### config.mk
export PLATFORM = sky130hd
export DESIGN_NAME = jk_bank_arbiter
export DESIGN_NICKNAME = d
export VERILOG_FILES = /design/src/rtl/jk_bank_arbiter.sv
export SDC_FILE = /design/constraint.sdc
export NUM_CORES = 1
export LEC_CHECK = 0
export ABC_CLOCK_PERIOD_IN_PS = 1800
export BUFFER_PORTS_ARGS = -buffer_cell sky130_fd_sc_hd__buf_2
export CAP_MARGIN = 20
export CORE_ASPECT_RATIO = 1.25
export CORE_MARGIN = 2
export CORE_UTILIZATION = 40
export DETAILED_ROUTE_END_ITERATION = 6
export PLACE_DENSITY = 0.68
export SLEW_MARGIN = 15
export SYNTH_ARGS = -nofsm -noshare
export SYNTH_HDL_FRONTEND = slang
export SYNTH_SLANG_ARGS = --single-unit
### constraint.sdc
create_clock -name clk -period 1.8 [get_ports clk]
set_clock_uncertainty 0.2 [all_clocks]
set_input_delay 0.36 -clock clk [delete_from_list [all_inputs] [get_ports clk]]
set_output_delay 0.36 -clock clk [all_outputs]
set_load 0.01 [all_outputs]
### src/rtl/jk_bank_arbiter.sv
// Round-robin arbiter granting one requester at a time
// a single JK command against a bank of NBITS flops.
module jk_bank_arbiter #(
  parameter int NREQ  = 4,
  parameter int NBITS = 8
) (
  input  logic                         clk,
  input  logic                         rst,
  input  logic [NREQ-1:0]              req,
  input  logic [2*NREQ-1:0]            cmd,
  input  logic [$clog2(NBITS)*NREQ-1:0] idx,
  output logic [NREQ-1:0]              gnt,
  output logic [NBITS-1:0]             q,
  output logic [NBITS-1:0]             qb,
  output logic                         busy
);

  localparam int PW = $clog2(NREQ);
  localparam int IW = $clog2(NBITS);

  typedef enum logic {
    IDLE  = 1'b0,
    APPLY = 1'b1
  } state_t;

  state_t          state, state_d;
  logic [PW-1:0]   ptr, ptr_d;
  logic [PW-1:0]   win, win_d;
  logic [1:0]      lat_cmd, lat_cmd_d;
  logic [IW-1:0]   lat_idx, lat_idx_d;
  logic [NREQ-1:0] gnt_d;
  logic [NBITS-1:0] q_d;

  logic            found;
  logic [PW-1:0]   cand;
  logic [PW-1:0]   sel;
  logic [1:0]      sel_cmd;
  logic [IW-1:0]   sel_idx;

  // first active requester at or after ptr, wrapping
  always_comb begin
    found   = 1'b0;
    cand    = ptr;
    sel     = ptr;
    sel_cmd = '0;
    sel_idx = '0;
    for (int k = 0; k < NREQ; k++) begin
      cand = ptr + PW'(k);
      if (!found && req[cand]) begin
        found   = 1'b1;
        sel     = cand;
        sel_cmd = cmd[2*int'(cand) +: 2];
        sel_idx = idx[IW*int'(cand) +: IW];
      end
    end
  end

  always_comb begin
    state_d   = state;
    ptr_d     = ptr;
    win_d     = win;
    lat_cmd_d = lat_cmd;
    lat_idx_d = lat_idx;
    gnt_d     = '0;
    q_d       = q;
    unique case (state)
      IDLE: begin
        if (found) begin
          state_d    = APPLY;
          win_d      = sel;
          lat_cmd_d  = sel_cmd;
          lat_idx_d  = sel_idx;
          gnt_d[sel] = 1'b1;
        end
      end
      APPLY: begin
        state_d = IDLE;
        ptr_d   = win + PW'(1);
        unique case (lat_cmd)
          2'b00: q_d[lat_idx] = q[lat_idx];
          2'b01: q_d[lat_idx] = 1'b0;
          2'b10: q_d[lat_idx] = 1'b1;
          2'b11: q_d[lat_idx] = ~q[lat_idx];
        endcase
      end
    endcase
  end

  always_ff @(posedge clk) begin
    if (!rst) begin
      state   <= IDLE;
      ptr     <= '0;
      win     <= '0;
      lat_cmd <= '0;
      lat_idx <= '0;
      gnt     <= '0;
      q       <= '0;
    end else begin
      state   <= state_d;
      ptr     <= ptr_d;
      win     <= win_d;
      lat_cmd <= lat_cmd_d;
      lat_idx <= lat_idx_d;
      gnt     <= gnt_d;
      q       <= q_d;
    end
  end

  assign qb   = ~q;
  assign busy = (state == APPLY);

endmodule

==> out/metrics.cfg <==
[cts]
clock-sinks=22
root_buffer=clkbuf_8
hold_buffers=0
clkTransAtPathRegs_ps=80
clock_latency_ps=260
cts_buffers=3
cts_tree=done
htreeDepth=1
cts_buffer_depth=2

[run]
drv_cap=0

[yosys]
synth_cell_type_count=54
ys.warnings.count=0
ys_ff_latch=22
syn_area_um2=1950
synth_top_area_frac=0.226
synth_edf_count=0
yosys-top-cells-area=dfxtp_1, mux4_2, mux2i_1
ys_async_sr_fraction=0
ys.flop_type=dfxtp_1
syn_nets=262
netlist_instances=236
synth_most_common_cell=dfxtp_1
syn_avg_cell_area_um2=8.27
ys_seq_area_frac=0.226
synthTopCellsByCount=dfxtp_1, nor2_1, o21ai_0
synth_top_cell_by_area=dfxtp_1

[detailed_routing]
vias_per_cell=5.91
met1_length_um=2610
wirelength_um=6070
dr.max_layer_used=met4
drc=0
routedWlPerCell_um=15.8
drt_iter0_drc=217
wl_met3_um=262
dr.pass1.iters=4
via_count=2264
wl_met2_um=3020
postRouteAntennaNets=0

[setup_path]
end_kind=flip-flop
r2r_slack_ps=-130
crit_fanout=6
cp-startpoint=ptr[0]
required_ps=1760
critPathCapture=lat_cmd[1]
r2r-start=ptr[0]
critical_path_class=reg -> reg
r2r-end=lat_cmd[1]
arrival_ps=1880
rr_worst_depth=5
start_kind=flip-flop

[timing]
setup_ws_ps=-129
fin_crit_ps=1930
setup_tns_ps=-395
finalSetupViolations=8
whs_ps=305
fmax_ghz=0.519
hold_viol_final=0
drv_slew=0
rsz0062_at_grt=yes
relSlewSlack=0.696
min_period_over_period=1.07
worstMarginPinSlew_ps=457

[die]
core_area_um2=4730
die_y_um=82.1
rows=28
initial_utilization=0.412
die_area_um2=5450
die_w_um=66.5
io_pins=47

[worst_hold_path]
hp-class=in -> reg
whs_path_depth=3

[layout]
finalInstanceArea_um2=2770
final_nets=350
fillers=434
seq_area_um2=447
multi_input_comb_area_um2=1460
n_antenna_cell=0
drive_gt1_frac=0.424
syn_to_final_growth_pct=41.8
post-route-util=0.585

[power_and_ir_drop]
power_leakage_nw=1.16
powerDensity_nw_per_um2=670
ir_drop_v=0.000271

[placement]
placed_cell_area_um2=2580
dp_hpwl_um=4590
port-buffer-count=46
gp_congestion=0.985

[grt]
grtUsageTotal=0.235
grt_pass1_wl_um=9930
antenna_found_initial=0
grt_max_degree=20
grt_pass1_vias=2084
globalRoute.totalOverflow=0

[status]
violations=setup timing
outcome=finished, violations left

[metal layers]
metal / vias up / track usage
met5: - / 0
met4: 0 / 0.0898
met3: 20 / 0.0178
met2: 77 / 0.400
met1: 1076 / 0.310
li1: 1091 / -
[what timing repair did]
action	CTS	global route
buffers inserted	0	2
gates resized for setup	7	14
cloned	0	0
endpoints found under the setup margin	19	18
pin swaps	4	7
[worst min-delay path by stage]
stage               slack, ps       from   endpoint
global placement          280  flip-flop  flip-flop
finish                    300        rst     ptr[0]
floorplan                 250     win[0]     win[0]
detailed placement        290     win[1]     win[1]
global route              310        rst  flip-flop
CTS                       290        rst     ptr[0]
[cell type report]
cell class,count,share of cell area
inverters,15,0.0204
well taps,60,0.0271
clock inverters,1,0.0109
flip-flops and latches,22,0.161
repair buffers,100,0.238
multi-input cells,182,0.527
clock buffers,3,0.0149
[report_power, final]
group	switching, mW	leakage, nW	total (mW)	internal, mW
combinational	0.407	0.940	0.811	0.405
clock	0.162	0.0357	0.459	0.297
sequential	0.0547	0.181	0.583	0.528
[layout by cell type (no fill, tap or decap), types with 4 or more instances in the layout]
cell / n
dfxtp_1: 19
mux2i_1: 14
buf_2: 46
inv_1: 15
mux4_2: 9
nand3_1: 5
a221o_1: 6
a31oi_1: 6
o21ai_0: 15
nand2_1: 15
nor2_1: 16
nor3b_1: 4
a21oi_1: 11
a32oi_1: 8
nand2b_1: 4
buf_4: 51
nor3_1: 5
a221oi_1: 4
[stage by stage]
| step | cells | setup slack [ps] | power, mW |
|---|---|---|---|
| floorplan | 236 | -15.0 | 1.05 |
| global placement | 377 | -254 | 1.32 |
| detailed placement | 377 | -289 | 1.33 |
| CTS | 381 | -99.1 | 1.80 |
| global route | 383 | -173 | 1.97 |
| finish | 383 | -129 | 1.85 |
[worst max-delay path, stage by stage, from the launching register on]
cell	delay (ps)
dfxtp_4	370
and3b_1	180
o21a_4	220
a221o_1	360
a2111oi_4	400
o21ai_1	100
[cell families after synthesis]
logic type,count (synthesis),synth area share
compound gates,81,0.304
simple gates,77,0.219
buf+inv,32,0.0706
mux,23,0.176
flops,22,0.226
xor+xnor,1,0.00449
Note: power is estimated with default switching activity, not from simulation.
